$ cat src/rtl/dff_share_arbiter.sv
// Four-requester round-robin arbiter that owns one shared DW-bit register.
// The registered grantee writes its lane each cycle, and is handed off after HOLD_MAX writes when contended.
module dff_share_arbiter #(
  parameter int DW       = 8,
  parameter int HOLD_MAX = 4
) (
  input  logic            clk,
  input  logic            rst,
  input  logic [3:0]      req,
  input  logic [4*DW-1:0] wdata,
  output logic [3:0]      grant,
  output logic [DW-1:0]   q,
  output logic [1:0]      owner,
  output logic            busy
);

  typedef enum logic {IDLE, OWN} state_t;

  localparam logic [3:0] CNT_TOP = 4'(HOLD_MAX - 1);

  state_t        state, state_n;
  logic [3:0]    grant_n;
  logic [DW-1:0] q_n;
  logic [1:0]    owner_n;
  logic [1:0]    ptr, ptr_n;
  logic [3:0]    cnt, cnt_n;
  logic [3:0]    others;

  // First set bit of r when scanning base, base+1, ... (mod 4); callers guarantee r != 0.
  function automatic logic [1:0] pick(input logic [3:0] r, input logic [1:0] base);
    logic [1:0] idx;
    logic       found;
    pick  = base;
    found = 1'b0;
    for (int unsigned i = 0; i < 4; i++) begin
      idx = base + 2'(i);
      if (!found && r[idx]) begin
        pick  = idx;
        found = 1'b1;
      end
    end
  endfunction

  assign others = req & ~grant;
  assign busy   = |grant;

  always_comb begin
    state_n = state;
    grant_n = grant;
    q_n     = q;
    owner_n = owner;
    ptr_n   = ptr;
    cnt_n   = cnt;
    case (state)
      IDLE: begin
        if (|req) begin
          owner_n = pick(req, ptr);
          grant_n = 4'b0001 << owner_n;
          cnt_n   = '0;
          state_n = OWN;
        end
      end
      OWN: begin
        if (req[owner]) begin
          q_n = wdata[owner*DW +: DW];
          // Handoff happens on the same edge as the final write of the tenure.
          if (cnt == CNT_TOP && |others) begin
            owner_n = pick(others, owner + 2'd1);
            grant_n = 4'b0001 << owner_n;
            cnt_n   = '0;
            ptr_n   = owner_n;
          end else if (cnt != CNT_TOP) begin
            cnt_n = cnt + 4'd1;
          end
        end else begin
          grant_n = '0;
          ptr_n   = owner + 2'd1;
          state_n = IDLE;
        end
      end
      default: state_n = IDLE;
    endcase
  end

  always_ff @(posedge clk or posedge rst) begin
    if (rst) begin
      state <= IDLE;
      grant <= '0;
      q     <= '0;
      owner <= '0;
      ptr   <= '0;
      cnt   <= '0;
    end else begin
      state <= state_n;
      grant <= grant_n;
      q     <= q_n;
      owner <= owner_n;
      ptr   <= ptr_n;
      cnt   <= cnt_n;
    end
  end

endmodule

$ cat config.mk
export PLATFORM = sky130hd
export DESIGN_NAME = dff_share_arbiter
export DESIGN_NICKNAME = d
export VERILOG_FILES = /design/src/rtl/dff_share_arbiter.sv
export SDC_FILE = /design/constraint.sdc
export NUM_CORES = 1
export LEC_CHECK = 0
export CAP_MARGIN = 20
export CORE_UTILIZATION = 31
export DETAILED_ROUTE_END_ITERATION = 10
export GPL_TIMING_DRIVEN = 1
export SLEW_MARGIN = 15
export SYNTH_ARGS = -nofsm -noshare
export SYNTH_HDL_FRONTEND = slang
export SYNTH_SLANG_ARGS = --single-unit
$ cat constraint.sdc
create_clock -name clk -period 2.02 [get_ports clk]
set_input_delay 0.404 -clock clk [delete_from_list [all_inputs] [get_ports clk]]
set_output_delay 0.404 -clock clk [all_outputs]
set_load 0.05 [all_outputs]
# Word-level counts from Yosys, hierarchy flattened
# Index checks and enable logic that the tools add are counted.
# W data, S select, Z words.
totals:
  word_cells: 125
  reg_bits: 21
  output_inout_bits: 15
  inputBits: 38
op_classes:
  n_shift: 3
  n_reduce_logical: 21
  muxes: 67
  order_cmp: 9
  n_eq_ne: 8
  n_addsub: 8
  bitwise: 3
op_table:
  columns: ["operator", "count"]
  rows:
  - ["$mux W1", 32]
  - ["$shiftx A32 B6 Y8", 1]
  - ["$mux W2", 15]
  - ["$mux W4", 7]
  - ["$lt A2 B3 Y1 const B", 9]
  - ["$bmux W1 S2", 9]
  - ["$pmux W4 S2", 2]
  - ["$reduce_or A4 Y1", 3]
  - ["$add A2 B2 Y2 const B", 4]
  - ["$shl A1 B2 Y4 const A", 2]
  - ["$logic_and A1 B1 Y1", 7]
  - ["$add A2 B1 Y2 const B", 3]
  - ["$logic_not A1 Y1", 6]
  - ["$ne A2 B1 Y1 const B", 3]
  - ["$reduce_and A2 Y1", 3]
  - ["$reduce_and A3 Y1", 2]
  - ["$add A4 B1 Y4 const B", 1]
  - ["$and A4 B4 Y4", 1]
  - ["$eq A4 B2 Y1 const B", 1]
  - ["$ne A4 B2 Y1 const B", 1]
  - ["$not A4 Y4", 1]
  - ["$pmux W2 S2", 1]
  - ["$ne A3 B1 Y1 const B", 1]
  - ["$ne A3 B2 Y1 const B", 1]
  - ["3 further kinds", 3]

# Depth between registers and ports, before layout
# Gate-level depths: netlist of run 1.
logic_depth:
  depth_word: 30
  mapped_depth: 7
  mapped_depth_nobuf: 6

# Worst setup path after synthesis of run 1
# No wires, ideal clock.
synth_path:
  kind: "register to register"
  from: "register owner[0]"
  to: "register grant[1]"
  slack_ps: -113
  period_less_slack_ps: 2133
  stages_incl_launch_ff: 6
  t_arrival_ps: 2011
  n_path_buf: 1
  cell_sequence: "dfrtp_1 buf_2 mux4_2 a31oi_2 o31ai_1 o22a_1"
synth_between:
  elab_chain_cells: 29
  word_cells_on_any_way: 44
  classes_between: "add/sub: 4; eq/ne: 1; shift: 1; mux: 31; reduce/logical: 7"
synth_lines:
  columns: ["item", "line_no", "rtl"]
  rows:
  - ["start, declared", "13", "output logic [1:0] owner,"]
  - ["start signal, assigned", "97", "owner <= owner_n;"]
  - ["$add A2 B1 Y2", "68", "owner_n = pick(others, owner + 2'd1);"]
  - ["$bmux W1 S2", "37", "if (!found && r[idx]) begin"]
  - ["$mux W1 (not written as such)", "37", null]
  - ["$mux W1", "37", null]
  - ["$mux W1", "67", "if (cnt == CNT_TOP && |others) begin"]
  - ["$mux W1", "64", "if (req[owner]) begin"]
  - ["$mux W1", "54", "case (state)"]
  - ["$logic_not A1 Y1", "37", null]
  - ["[... 13 more ...]", null, null]
  - ["$mux W2", "37", null]
  - ["$mux W2", "67", null]
  - ["$mux W2", "64", null]
  - ["$mux W2", "54", null]
  - ["$shl A1 B2 Y4", "69", "grant_n = 4'b0001 << owner_n;"]
  - ["$mux W4", "67", null]
  - ["$mux W4", "64", null]
  - ["$pmux W4 S2", "54", null]
  - ["end signal, assigned", "95", "grant <= grant_n;"]
  - ["end, declared", "11", "output logic [3:0] grant,"]
# Parallel ways exist; a longest one is shown, timed or not. The select of a mux whose other input is x is not followed.
# A chain may end at the register's enable or synchronous reset.

# Worst setup path in the final report of run 1
layout_path:
  from: "register grant[0]"
  to: "output grant[0]"
# No word-level cell between the ends.

==> impl_metrics.tcl, run 1 <==
set metrics [dict create \
    diodes 0 \
    synth_nets 199 \
    rr_endpoint "grant[0]" \
    max_stage_delay_ns 0.83 \
    crit_buf_inv 1 \
    critical_path_class "register to output port" \
    worstSkewPairLatency_ns 0.26 \
    die_y_um 71.5 \
    worst_hold_slack_ns 0.472 \
    power.total_mw 3.72 \
    synth_area_per_cell_um2 9.34 \
    detail_route.wirelength_um 4380 \
    ys_warn_count 0 \
    worst_hold_path_type "register to register" \
    cts_max_path_buffers 2 \
    report.final.slew_viol_count 0 \
    worstMarginPinSlew_ns 0.664 \
    initial_core_util_pct 33.2 \
    clock_sinks 21 \
    holdCritStartpoint "q[2]" \
    grt_pass1_vias 1527 \
    hpwl_um 3510 \
    cts_made_buffers 3 \
    endpoint_kind "output port" \
    ir_drop_mv 0.586 \
    hold_violations 0 \
    path_delay_family "buffers and inverters" \
    max_slew_margin_pct 55.7 \
    track_usage_pct 17.5 \
    min_period_ns 1.95 \
    design.core.area_mm2 0.00450 \
    fillers 417 \
    max_freq_mhz 513 \
    reg2reg_slack_ns 0.21 \
    drive_gt1_share_pct 28.2 \
    synth_edf_count 0 \
    ys_ff_latch 21 \
    num_vias 1507 \
    setup_tns_ns 0 \
    cp_max_fo 5 \
    ys_types 52 \
    die_x_um 71.5 \
    viasPerCell 5.27 \
    async_flop_share_pct 100 \
    hold_depth 2 \
    critPathSlowestCell "clkdlybuf4s50_1" \
    crit_path_cell_trace "clkdlybuf4s50_1" \
    drtIter0Drc 98 \
    path_clk_slew_ns 0.08 \
    synthCells 160 \
    fin_nets 274 \
    die-area_mm2 0.00511 \
    synth_area_mm2 0.00150 \
    gp_congestion 0.878 \
    crit_arrival_ns 1.55 \
    wire_per_inst_um 15.3 \
    worstReg2RegStart "grant[3]" \
    cts.hold.buffers_added 0 \
    antenna_found_initial 0 \
    portBuffers 52 \
    first_pass_iters 4 \
    grt_pass1_wl_um 7130 \
    finalSetupViolations 0 \
    multiInputGateArea_um2 952 \
    synth-main-ff-cell "dfrtp_1" \
    seq_area_um2 528 \
    rsz0062_at_grt "false" \
    rr_worst_depth 7 \
    fin_area_mm2 0.00238 \
    cts_max_level 1 \
    rows 24 \
    finalCritPeriodShare_pct 96.5 \
    min_to "q[2]" \
    fin_util_pct 52.8 \
    cts_tree "yes" \
    drtAntennaViolNets 0 \
    placed_cell_area_mm2 0.00222 \
    grt_max_degree 19 \
    leakagePower_nw 1.04 \
    area_growth_pct 59.0 \
    drv_cap 0 \
    cp-startpoint "grant[0]" \
    skew_ns 0.00970 \
    io_pins 53 \
    worstPathRequired_ns 1.62 \
    ys_seq_area_share_pct 35.1 \
    grt.overflow.total 0 \
    status "finished, final reports clean" \
    startpoint_type "register" \
    drcViolationCount 0 \
    power.density_mw_per_mm2 1560 \
    clock-root-buffer "clkbuf_8" \
    cp_num_cells 1 \
]
## Yosys cell counts (2+ instances only)
cell type	n	area share [%]
a21oi_1	5	1.7
nor3b_1	3	1.5
inv_1	7	1.8
and2_1	2	0.84
nor4_1	2	0.84
buf_2	4	1.3
nor2b_1	6	2.5
a31oi_1	4	1.7
nand3b_1	2	1.0
o31ai_1	2	1.0
buf_4	2	1.0
nand3_1	3	1.0
mux2i_1	2	1.3
o22ai_1	4	1.7
nor3_1	3	1.0
mux4_2	9	14
nor2_1	6	1.5
and2b_1	2	1.0
o21ai_0	5	1.7
clkbuf_1	3	0.75
nand2_1	33	8.3
dfrtp_1	21	35
## per-layer routing
metal  routed length (um)  track usage, %
met1                 1770            21.7
met2                 2420            31.6
met3                  161            3.52
met4                   30            3.70
met5                    0               0
## power breakdown
part	internal (mW)	switching, mW	leakage (nW)
registers	0.615	0.218	0.261
logic	1.19	1.42	0.757
clock network	0.137	0.137	0.0255
## sequential cells by signal, indices dropped and copies added, names as in the netlist
name / flops
state: 1
q: 8
cnt: 4
owner: 2
grant: 4
ptr: 2
## cell type report
type	instances	share of cell area, %
tap	52	2.74
clock inverter	1	0.211
inverter	7	1.11
multi-input combinational	121	40.1
timing repair buffer	81	31.9
sequential	21	22.2
clock buffer	3	1.74
## through the flow
stage | instances | worst slack, ns
after floorplan | 160 | 0.0285
after global placement | 279 | -0.350
after detailed placement | 279 | -0.405
after CTS | 284 | -0.0765
after global routing | 286 | 0.0258
final | 286 | 0.0708
## how the worst max path moves through the flow
stage / end
2_1_floorplan: grant[1]
3_3_place_gp: grant[1]
3_5_place_dp: grant[3]
4_1_cts: grant[3]
5_1_grt: grant[0]
6_report: grant[0]
## placed cells by master (no fill, tap or decap), drive strengths merged, types with 2 or more instances in the layout
cell	count
o41ai	2
mux2i	2
nor2	6
clkbuf	3
nor3b	3
nand3	3
nor3	3
nor2b	6
o21ai	6
inv	7
mux4	9
dlymetal6s2s	4
a31oi	5
clkdlybuf4s50	44
dfrtp	21
buf	32
nor4	2
a21oi	5
nand3b	2
o22ai	4
o31ai	2
nand2	33
and2	2
and2b	2
or3b	2
## timing repair
item / 4_1_cts / 5_1_grt
pin swaps: 1 / 3
resized for setup: 7 / 18
buffers inserted: 1 / 2
endpoints found under the hold margin: 0 / 0
endpoints found under the setup margin: 9 / 15
## cells by family after synthesis
family                   Yosys count  synth area share [%]
AND/OR/NAND/NOR                   69                  23.0
AO/OA/AOI/OAI                     38                  18.9
flip-flops                        21                  35.1
buffers and inverters             18                  5.86
multiplexers                      12                  15.6
XOR/XNOR                           1                 0.586
adder cells (fa/ha/maj)            1                 0.837
(Power assumes the default switching activity.)
==> run 2, diff against run 1 <==
CORE_UTILIZATION = 42   (was 31)
GPL_TIMING_DRIVEN = 0   (was 1)
PLACE_DENSITY = 0.76   (was unset)
==> impl_metrics.tcl, run 2 (same netlist as run 1, synthesis figures left out) <==
set metrics [dict create \
    area_growth_pct 44.8 \
    max_slew_margin_pct 50.4 \
    worstMarginPinSlew_ns 0.743 \
    drive_gt1_share_pct 17.5 \
    layout_common_cells "45 x clkdlybuf4s50_1, 32 x nand2_1, 19 x dfrtp_1, 9 x mux4_2, 7 x inv_1" \
    grt_max_degree 22 \
    drv_cap 0 \
    hold_violations 0 \
    cts_max_level 1 \
    antenna_found_initial 0 \
    initial_core_util_pct 44.5 \
    num_vias 1491 \
    first_pass_iters 5 \
    detail_route.wirelength_um 3770 \
    skew_ns 0.00102 \
    hold_depth 2 \
    setup_tns_ns 0 \
    cp_max_fo 10 \
    die_x_um 61.7 \
    startpoint_type "register" \
    die_y_um 61.7 \
    switching_share_pct 50.6 \
    reg2reg_slack_ns 0.07 \
    drtIter0Drc 126 \
    status "finished, final reports clean" \
    design.core.area_mm2 0.00336 \
    io_pins 53 \
    fillers 287 \
    instances_no_fill 263 \
    viasPerCell 5.67 \
    report.final.slew_viol_count 0 \
    worstSkewPairLatency_ns 0.29 \
    drtAntennaViolNets 0 \
    clock_sinks 21 \
    clock-root-buffer "clkbuf_4" \
    dp_cells 257 \
    cts.hold.buffers_added 0 \
    cts_max_path_buffers 2 \
    portBuffers 51 \
    largest_register "q" \
    largest_reg_flops 8 \
    min_to "q[7]" \
    cts_tree "yes" \
    diodes 0 \
    seq_power_share_pct 22.8 \
    crit_arrival_ns 2.12 \
    worstPathRequired_ns 2.20 \
    power.density_mw_per_mm2 1550 \
    drcViolationCount 0 \
    cts_made_buffers 3 \
    pwr-share-comb_pct 71.4 \
    rr_worst_depth 6 \
    clock_power_share_pct 5.8 \
    wire_per_inst_um 14.3 \
    grt.overflow.total 0 \
    critical_path_class "register to register" \
    finalCritPeriodShare_pct 96.5 \
    endpoint_kind "register" \
    hpwl_um 2880 \
    rows 21 \
    finalSetupViolations 0 \
    power.internal_mw 1.65 \
    path_clk_slew_ns 0.11 \
    grt_pass1_vias 1389 \
    track_usage_pct 22.1 \
    holdCritStartpoint "q[7]" \
    leakagePower_nw 0.916 \
    die-area_mm2 0.00380 \
    rr_endpoint "cnt[2]" \
    worst_hold_path_type "register to register" \
    worstReg2RegStart "owner[0]" \
    ir_drop_mv 0.734 \
    rsz0062_at_grt "false" \
    gp_congestion 0.921 \
    max_freq_mhz 513 \
    grt_pass1_wl_um 6020 \
    reg_top3 "q: 8 flops, cnt: 4 flops, grant: 4 flops" \
    fin_nets 257 \
    switchingPower_mw 1.69 \
    final_common_cell "clkdlybuf4s50_1" \
    min_period_ns 1.95 \
]
run 2: cell types whose count changed in the layout (fill, tap and decap cells not counted), moves of 2 or more:
cell	delta
and2_4	-2
dlymetal6s2s_1	-2
clkbuf_4	+5
clkbuf_1	+3
buf_2	+2
clkbuf_8	-3
buf_4	-25
dlygate4sd2_1	+2
clkbuf_2	+2
and2_1	+2
run 2: worst max-delay path, stage by stage (launching register included):
cell,delay [ns]
dfrtp_2,0.39
buf_2,0.18
mux4_2,0.60
and2_1,0.24
clkbuf_2,0.21
nand4b_1,0.14
a21oi_1,0.07
run 2: how the worst max path moves through the flow:
stage               startpoint  endpoint  slack, ns  cells past startpoint
floorplan             owner[0]  grant[1]       0.03                      5
global route          owner[0]    cnt[2]      0.008                      6
CTS                   grant[2]      busy      -0.08                      2
finish                owner[0]    cnt[2]       0.07                      6
detailed placement      req[2]    ptr[0]      -0.62                      7
global placement        req[2]    ptr[0]      -0.55                      7
run 2: metrics by stage:
| stage | util, % | setup slack (ns) | hold slack (ns) | total power [mW] | cell area (um2) |
|---|---|---|---|---|---|
| after floorplan | - | 0.0285 | 0.380 | 2.39 | 1500 |
| after global placement | 61.4 | -0.555 | 0.459 | 2.97 | 2070 |
| after detailed placement | 61.4 | -0.615 | 0.467 | 3.03 | 2070 |
| after CTS | 63.8 | -0.0775 | 0.487 | 3.32 | 2150 |
| after global routing | 64.4 | 0.00848 | 0.511 | 3.58 | 2160 |
| final | 64.4 | 0.0706 | 0.493 | 3.35 | 2160 |
run 2: cell type report:
type / count / area (um2) / share of cell area (%)
Sequential cell: 21 / 528 / 24.4
Inverter: 7 / 26.3 / 1.21
Buffer: 11 / 67.6 / 3.12
Multi-Input combinational cell: 121 / 937 / 43.3
Clock buffer: 4 / 26.3 / 1.21
Timing Repair Buffer: 53 / 522 / 24.1
Tap cell: 46 / 57.6 / 2.66
run 2: repair_timing:
action	in CTS	in global routing
endpoints found under the setup margin	10	7
setup buffers	2	0
gates resized for setup	12	9
pin swaps	1	0
run 2: power groups by stage:
stage | combinational [mW] | sequential [mW] | clock (mW)
final | 2.39 | 0.763 | 0.195
after CTS | 2.36 | 0.761 | 0.202
after global routing | 2.58 | 0.787 | 0.219
after global placement | 2.22 | 0.750 | 0
after floorplan | 1.19 | 1.20 | 0
after detailed placement | 2.27 | 0.764 | 0
run 2: per-layer routing:
layer	routed length (um)	GRT usage (%)	share of wire (%)
met3	286	3.78	7.6
met1	1470	24.9	39
met4	20	8.89	0.53
met5	0	0	0
met2	1990	41.0	53
